[src/rtl/ahb_apb_pkg.sv]
// Shared types and constants for the AHB-Lite to APB bridge: FSM states,
// AHB transfer/response codes, the bridge address window and APB select decode.
package ahb_apb_pkg;

  typedef enum logic [2:0] {
    ST_IDLE    = 3'd0,
    ST_WWAIT   = 3'd1,
    ST_READ    = 3'd2,
    ST_RENABLE = 3'd3,
    ST_WRITE   = 3'd4,
    ST_WENABLE = 3'd5
  } state_e;

  localparam logic [1:0] HTRANS_IDLE   = 2'b00;
  localparam logic [1:0] HTRANS_BUSY   = 2'b01;
  localparam logic [1:0] HTRANS_NONSEQ = 2'b10;
  localparam logic [1:0] HTRANS_SEQ    = 2'b11;

  localparam logic [1:0] HRESP_OKAY = 2'b00;

  // Top nibble of HADDR that selects this bridge (0x8000_0000-0x8FFF_FFFF).
  localparam logic [3:0] BRIDGE_BASE = 4'h8;

  localparam logic [3:0] SEL0 = 4'b0001;
  localparam logic [3:0] SEL1 = 4'b0010;
  localparam logic [3:0] SEL2 = 4'b0100;
  localparam logic [3:0] SEL3 = 4'b1000;

  // Each slave owns a 64 MiB slot chosen by HADDR[27:26].
  function automatic logic [3:0] decode_sel(input logic [1:0] slot);
    logic [3:0] sel;
    case (slot)
      2'b00:   sel = SEL0;
      2'b01:   sel = SEL1;
      2'b10:   sel = SEL2;
      default: sel = SEL3;
    endcase
    return sel;
  endfunction

endpackage

[src/rtl/ahb_slave_if.sv]
// AHB-Lite slave front end: qualifies transfers aimed at the bridge window,
// decodes the APB slave and holds address, direction, select and write data.
module ahb_slave_if
  import ahb_apb_pkg::*;
#(
  parameter int ADDR_W = 32,
  parameter int DATA_W = 32,
  parameter int NSLV   = 4
) (
  input  logic              clk_i,
  input  logic              rst_ni,
  input  logic              hwrite_i,
  input  logic              hreadyin_i,
  input  logic              hreadyout_i,
  input  logic [1:0]        htrans_i,
  input  logic [ADDR_W-1:0] haddr_i,
  input  logic [DATA_W-1:0] hwdata_i,
  input  logic              wdata_en_i,
  output logic              valid_o,
  output logic [ADDR_W-1:0] addr_o,
  output logic              write_o,
  output logic [NSLV-1:0]   sel_o,
  output logic [DATA_W-1:0] wdata_o
);

  logic [ADDR_W-1:0] addr_q;
  logic              write_q;
  logic [NSLV-1:0]   sel_q;
  logic [DATA_W-1:0] wdata_q;
  logic              active_trans;
  logic              in_window;

  assign active_trans = (htrans_i != HTRANS_IDLE) && (htrans_i != HTRANS_BUSY);
  assign in_window    = (haddr_i[ADDR_W-1 -: 4] == BRIDGE_BASE);
  assign valid_o      = hreadyin_i & hreadyout_i & active_trans & in_window;

  // NOTE: sequential state uses non-blocking assignments so every register
  // samples the pre-edge values, independent of block ordering.
  always_ff @(posedge clk_i) begin
    // NOTE: these are plain registers, not a memory, so clearing them in
    // reset is cheap and keeps Paddr/Pwdata at zero after reset.
    if (!rst_ni) begin
      addr_q  <= '0;
      write_q <= 1'b0;
      sel_q   <= '0;
      wdata_q <= '0;
    end else begin
      if (valid_o) begin
        addr_q  <= haddr_i;
        write_q <= hwrite_i;
        sel_q   <= decode_sel(haddr_i[ADDR_W-5 -: 2]);
      end
      // Write data arrives one cycle after its address phase.
      if (wdata_en_i) begin
        wdata_q <= hwdata_i;
      end
    end
  end

  assign addr_o  = addr_q;
  assign write_o = write_q;
  assign sel_o   = sel_q;
  assign wdata_o = wdata_q;

endmodule

[src/rtl/ahb2apb_bridge.sv]
// AHB-Lite slave to APB master bridge: one two-phase APB SETUP/ENABLE
// transfer per accepted AHB transfer, with back-to-back transfers allowed.
module ahb2apb_bridge
  import ahb_apb_pkg::*;
#(
  parameter int ADDR_W = 32,
  parameter int DATA_W = 32,
  parameter int NSLV   = 4
) (
  input  logic              clock,
  input  logic              Hresetn,
  input  logic              Hwrite,
  input  logic              Hreadyin,
  input  logic [1:0]        Htrans,
  input  logic [ADDR_W-1:0] Haddr,
  input  logic [DATA_W-1:0] Hwdata,
  output logic [DATA_W-1:0] Hrdata,
  output logic              Hreadyout,
  output logic [1:0]        Hresp,
  input  logic [DATA_W-1:0] Prdata,
  output logic [ADDR_W-1:0] Paddr,
  output logic [DATA_W-1:0] Pwdata,
  output logic [NSLV-1:0]   Pselx,
  output logic              Penable,
  output logic              Pwrite
);

  state_e            state_q, state_d;
  logic              valid;
  logic [ADDR_W-1:0] addr_q;
  logic              write_q;
  logic [NSLV-1:0]   sel_q;
  logic [DATA_W-1:0] wdata_q;
  logic              apb_phase;
  logic              wdata_en;

  ahb_slave_if #(
    .ADDR_W(ADDR_W),
    .DATA_W(DATA_W),
    .NSLV  (NSLV)
  ) u_ahb_slave_if (
    .clk_i      (clock),
    .rst_ni     (Hresetn),
    .hwrite_i   (Hwrite),
    .hreadyin_i (Hreadyin),
    .hreadyout_i(Hreadyout),
    .htrans_i   (Htrans),
    .haddr_i    (Haddr),
    .hwdata_i   (Hwdata),
    .wdata_en_i (wdata_en),
    .valid_o    (valid),
    .addr_o     (addr_q),
    .write_o    (write_q),
    .sel_o      (sel_q),
    .wdata_o    (wdata_q)
  );

  // NOTE: every signal written here gets a default first, so no path through
  // the case can leave one unassigned and infer a latch.
  always_comb begin
    state_d   = state_q;
    apb_phase = 1'b0;
    Penable   = 1'b0;
    Hreadyout = 1'b1;
    wdata_en  = 1'b0;
    case (state_q)
      ST_IDLE: begin
        if (valid) state_d = Hwrite ? ST_WWAIT : ST_READ;
      end
      ST_WWAIT: begin
        Hreadyout = 1'b0;
        wdata_en  = 1'b1;
        state_d   = ST_WRITE;
      end
      ST_READ: begin
        apb_phase = 1'b1;
        Hreadyout = 1'b0;
        state_d   = ST_RENABLE;
      end
      ST_WRITE: begin
        apb_phase = 1'b1;
        Hreadyout = 1'b0;
        state_d   = ST_WENABLE;
      end
      ST_RENABLE, ST_WENABLE: begin
        // Completion cycle doubles as the next address phase.
        apb_phase = 1'b1;
        Penable   = 1'b1;
        if (valid) state_d = Hwrite ? ST_WWAIT : ST_READ;
        else       state_d = ST_IDLE;
      end
      default: state_d = ST_IDLE;
    endcase
  end

  always_ff @(posedge clock) begin
    if (!Hresetn) state_q <= ST_IDLE;
    else          state_q <= state_d;
  end

  assign Pselx  = apb_phase ? sel_q : '0;
  assign Pwrite = apb_phase & write_q;
  assign Paddr  = addr_q;
  assign Pwdata = wdata_q;
  assign Hrdata = Prdata;
  assign Hresp  = HRESP_OKAY;

endmodule

[config.mk]
export PLATFORM = sky130hd
export DESIGN_NAME = ahb2apb_bridge
export DESIGN_NICKNAME = d
export VERILOG_FILES = /design/src/rtl/ahb_apb_pkg.sv /design/src/rtl/ahb_slave_if.sv /design/src/rtl/ahb2apb_bridge.sv
export SDC_FILE = /design/constraint.sdc
export NUM_CORES = 1
export LEC_CHECK = 0
export CORE_MARGIN = 2
export CORE_UTILIZATION = 33
export DETAILED_ROUTE_END_ITERATION = 6
export PLACE_DENSITY_LB_ADDON = 0.05
export SLEW_MARGIN = 30
export SYNTH_ARGS = -nofsm -noshare
export SYNTH_HDL_FRONTEND = slang
export SYNTH_SLANG_ARGS = --single-unit
export TNS_END_PERCENT = 20
[constraint.sdc]
create_clock -name clock -period 1.9 [get_ports clock]
set_clock_uncertainty 0.2 [all_clocks]
set_input_delay 0.38 -clock clock [delete_from_list [all_inputs] [get_ports clock]]
set_output_delay 0.38 -clock clock [all_outputs]
set_load 0.02 [all_outputs]
Word level (Yosys, flattened, before mapping)
Index checks and enable logic that the tools add are counted.
{"block": "op_classes", "eq_ne": 10, "muxes": 10, "bitwise": 4, "n_reduce_logical": 7}
{"op": "3-bit one-hot mux with 5 select lines", "n": 1}
{"op": "4-bit one-hot mux with 3 select lines", "n": 1}
{"op": "3-bit by 2-bit equality test with 1-bit output (second input constant)", "n": 2}
{"op": "3-bit equality test (second input constant)", "n": 2}
{"op": "1-bit AND", "n": 4}
{"op": "4-bit equality test (second input constant)", "n": 1}
{"op": "1-bit 2-to-1 mux", "n": 4}
{"op": "2-bit 2-to-1 mux", "n": 2}
{"op": "4-bit 2-to-1 mux", "n": 1}
{"op": "2-bit by 1-bit != test with 1-bit output (second input constant)", "n": 2}
{"op": "4-bit OR reduction", "n": 1}
{"op": "3-bit by 1-bit equality test with 1-bit output (second input constant)", "n": 1}
{"op": "3-bit logical NOT", "n": 1}
{"op": "3-bit 2-to-1 mux", "n": 1}
{"op": "3-bit OR reduction", "n": 1}
{"op": "2-bit by 1-bit equality test with 1-bit output (second input constant)", "n": 1}
{"op": "2-bit equality test (second input constant)", "n": 1}
{"op": "2-bit logical NOT", "n": 1}
{"op": "2-bit nonzero test", "n": 1}
{"op": "2-bit OR reduction", "n": 1}
{"op": "1-bit logical AND", "n": 1}
{"block": "totals", "reg_bits": 72, "input_bits": 102, "elab_cells": 36}

Depth between registers and ports, before layout
{"block": "logic_depth", "ltp_word": 8, "ltp_mapped": 6, "depth_no_buf": 3}

Cells and area by module
Synthesis repeated with hierarchy kept, for this count alone.
{"block": "unflattened", "cells_unflattened": 324, "area_unflattened_um2": 3204.3}
{"mod": "ahb_slave_if", "instances": 1, "cells_each": 258, "area_each_um2": 2683.8, "seq_area_each_um2": 1381.3}
{"mod": "ahb2apb_bridge", "instances": 1, "cells_each": 66, "area_each_um2": 520.5, "seq_area_each_um2": 60.1}

Worst setup path before layout
Ideal clock, no wire load.
{"block": "synth_timing", "path_kind": "in2reg", "startpoint": "input port Haddr[28]", "endpoint": "register u_ahb_slave_if.addr_q[10] (netlist: u_ahb_slave_if.addr_o[10])", "arrival_time_ps": 1812, "t_required_ps": 1628, "slack_ps": -183, "cell_stages": 5, "path_cell_list": "or4b_4 > a2111oi_2 > buf_6 > buf_12 > mux2i_1"}
{"block": "synth_between", "elab_chain_cells": 2}
{"element": "from (decl)", "line": "ahb2apb_bridge.sv:15", "rtl": "input logic [ADDR_W-1:0] Haddr,"}
{"element": "4-bit equality test", "line": "ahb_slave_if.sv:34", "rtl": "assign in_window = (haddr_i[ADDR_W-1 -: 4] == BRIDGE_BASE);"}
{"element": "1-bit AND", "line": "ahb_slave_if.sv:35", "rtl": "assign valid_o = hreadyin_i & hreadyout_i & active_trans & in_window;"}
{"element": "to (signal assigned)", "line": "ahb_slave_if.sv:49", "rtl": "addr_q <= haddr_i;"}
{"element": "to (decl)", "line": "ahb_slave_if.sv:26", "rtl": "logic [ADDR_W-1:0] addr_q;"}
No other way between the ends.
A chain may end at the register's enable or synchronous reset.

Final worst setup path
{"block": "layout_timing", "startpoint": "input port Haddr[30]", "endpoint": "register u_ahb_slave_if.addr_q[17] (netlist: u_ahb_slave_if.addr_o[17])"}
The elaborated chain is that of the path after synthesis.

==> run metrics <==
sum of buffers and inverters on the critical path 4; most common cell after layout, fill and taps aside nand2_1; post-synthesis sequential area ratio 45.2%; Routed Antenna Nets 0; maxcap violations 0; Yosys reg bits 72; number of global-route vias before repair 2603; CP Launch Type input pin; clock sinks 72; Residual DRC 0; final worst path period share 102%; # rows 35; Avg WL per Cell 12.9 um; most frequent cells in the layout 128 x nand2_1, 76 x clkdlybuf4s50_1, 70 x dfxtp_1, 35 x dlymetal6s2s_1; Gate Count Post-Synth approximately 360; Setup CP Type in2reg; clock buffer depth 2; fillers 913; Reg area 0.00145 sq mm; Hold Crit Depth 2; initial core utilization around 34%; worst reg2reg setup slack 0 ps; area added between synthesis and finish 57.3%; final wirelength 8.01 mm; Worst setup EP type flop; Fin. Hold Viols 0; CP Data Required Time between 1500 and 2000 ps; FF-to-FF End u_ahb_slave_if.addr_o[17]; failing checks negative setup slack; IO Pins 207; CP max stage delay between 500 and 600 ps; Hold Crit Start Hresetn; CP cell instances buf_2 -> or4b_4 -> a2111oi_4 -> buf_4 -> buf_12 -> buf_4 -> mux2i_1; vias per inst 4.44; wire length of the first global-routing pass 12.4 mm; leakage power 2.51 nW; root buffer cell clkbuf_8; Hold Path Sink state_q[1]; most frequent CP cell buf_4; Final setup viols 15; antenna cells 0; total CTS buffers 9; Final Cell Area approximately 0.005 sq mm; post-synth top area cell dfxtp_1; clock latency on the worst-skew pair 330 ps; Distinct cells, synth 32; Detailed Route Iter0 Violations 76; DR pass1 iterations 6; FMAX 0.516 GHz; RSZ-0062 raised after global routing yes; die area 0.0105 sq mm; max-slew violations 0; grt ovf 0; slowest stage cell, crit path or4b_4; Die W 102 um; Ys Warns 0; Final nets 588; min Tclk post-route about 1900 ps; CTS clock-pin slew for the worst setup and hold paths 70 ps; post-DP HPWL roughly 5.6 mm; Worst Hold Class in2reg; H-tree lvl count 3; PD cells 633 mW/mm^2; layout cells sized above 1 between 10 and 15%; vias after detailed routing about 2700; All-Layer GR Usage between 10% and 20%; Critical Path Fanout Max 6; Crit path max-delay family simple AND/OR/NAND/NOR gates; Reg2Reg Depth 8; total core area 0.00933 sq mm; Multi-input gate area about 0.0014 sq mm; initial antenna violation count 0; Post-Syn Area 0.00319 sq mm; highest ir drop seen on vdd about 330 uV; setup ws final -37.0 ps; syn avg cell area 8.77 sq um; die height 102 um; placed cell areas 0.00463 sq mm; CTS tree yes; port bufs 139; worst-case hold slack 245 ps; Synth area leaders dfxtp_1 45%, nand2_1 15%, mux2i_1 10%; CP arrival 2000 ps; status finished, violations left; Synth top area share 45.2%; Reg-to-Reg Start state_q[1]; largest net degree at the start of global routing 50; Final Wtd Congestion 0.750
[how the worst max path moves through the flow]
stage / cells past startpoint / slack, ps / endpoint / from
6_report: 7 / -40 / u_ahb_slave_if.addr_o[17] / Haddr[30]
5_1_grt: 8 / -70 / u_ahb_slave_if.addr_o[6] / state_q[1]
4_1_cts: 9 / -110 / u_ahb_slave_if.addr_o[10] / state_q[1]
3_5_place_dp: 6 / -570 / u_ahb_slave_if.addr_o[9] / Haddr[28]
3_3_place_gp: 6 / -530 / u_ahb_slave_if.addr_o[7] / Haddr[28]
2_1_floorplan: 5 / -20 / u_ahb_slave_if.addr_o[10] / Haddr[28]
[state kept, by name, summed over array words and instances (netlist names)]
| name | count |
|---|---|
| u_ahb_slave_if.addr_o | 32 |
| u_ahb_slave_if.wdata_o | 32 |
| u_ahb_slave_if.sel_o | 4 |
| state_q | 3 |
| u_ahb_slave_if.write_o | 1 |
[through the flow]
stage / total power [mW] / utilization [%] / instances / worst slack [ps] / setup TNS [ps]
after floorplan: 1.78 / - / 365 / -24.3 / -682
after global placement: 1.88 / 49.6 / 598 / -525 / -19070
after detailed placement: 1.88 / 49.6 / 598 / -568 / -20090
after CTS: 3.25 / 52.9 / 621 / -114 / -2230
after global routing: 3.33 / 53.8 / 619 / -71.0 / -1440
final: 3.18 / 53.8 / 619 / -37.0 / -175
[final cells by class]
| type | count | area share [%] |
|---|---|---|
| Clock buffer | 10 | 2.74 |
| Clock inverter | 5 | 1.62 |
| Sequential cell | 72 | 28.8 |
| Timing Repair Buffer | 170 | 35.7 |
| Inverter | 2 | 0.199 |
| Multi-Input combinational cell | 231 | 27.7 |
| Tap cell | 129 | 3.22 |
[synthesized netlist by cell type]
| cell | instances |
|---|---|
| a2111oi_2 | 1 |
| a211oi_1 | 1 |
| a21boi_0 | 33 |
| a21oi_1 | 1 |
| and2_1 | 6 |
| and3b_2 | 3 |
| buf_12 | 3 |
| buf_2 | 1 |
| buf_4 | 34 |
| buf_6 | 1 |
| clkbuf_1 | 21 |
| conb_1 | 1 |
| dfxtp_1 | 72 |
| inv_1 | 2 |
| mux2i_1 | 33 |
| nand2_1 | 128 |
| nand2b_1 | 1 |
| nand3_1 | 1 |
| nand3b_1 | 4 |
| nor2_1 | 1 |
| nor3_1 | 1 |
| nor3b_1 | 4 |
| nor4_1 | 1 |
| o21a_1 | 1 |
| o311a_1 | 1 |
| o31a_1 | 1 |
| o31ai_1 | 1 |
| or2_2 | 1 |
| or3b_2 | 1 |
| or4b_4 | 1 |
| xnor2_1 | 1 |
| xor2_1 | 2 |
[repair_timing]
| action | 4_1_cts | 5_1_grt |
|---|---|---|
| hold endpoints to repair | 0 | 0 |
| pin swaps | 2 | 3 |
| gates resized for setup | 61 | 57 |
| hold buffers | 0 | 0 |
| cloned | 3 | 0 |
| buffers inserted | 5 | 2 |
| setup endpoints to repair | 60 | 106 |
[kinds of logic after synthesis]
logic type	Yosys count	synth area share (%)
simple gates	153	20.8
xor+xnor	3	0.823
other cells	1	0.117
buf+inv	62	13.1
flops	72	45.2
mux	33	10.3
compound gates	40	9.68
[metal layers]
| metal | global-route usage [%] | wire length, um | vias up |
|---|---|---|---|
| li1 | - | - | 1380 |
| met1 | 17.7 | 3280 | 1256 |
| met2 | 25.4 | 4030 | 89 |
| met3 | 5.40 | 591 | 23 |
| met4 | 5.74 | 102 | 0 |
| met5 | 0 | 0 | - |
[where the power goes]
| group | switching (mW) | total [mW] | internal [mW] |
|---|---|---|---|
| Clock | 0.567 | 1.34 | 0.768 |
| Sequential | 0.00766 | 1.53 | 1.52 |
| Combinational | 0.120 | 0.315 | 0.195 |
| Total | 0.695 | 3.18 | 2.48 |
[worst reg2reg max path: stages, from the launching register on]
cell,delay (ps)
dfxtp_2,320
buf_6,120
xor2_2,140
buf_4,140
a2111oi_4,270
buf_4,190
buf_12,140
buf_4,130
mux2i_1,190
No activity file was read; power rests on OpenSTA's default activity.
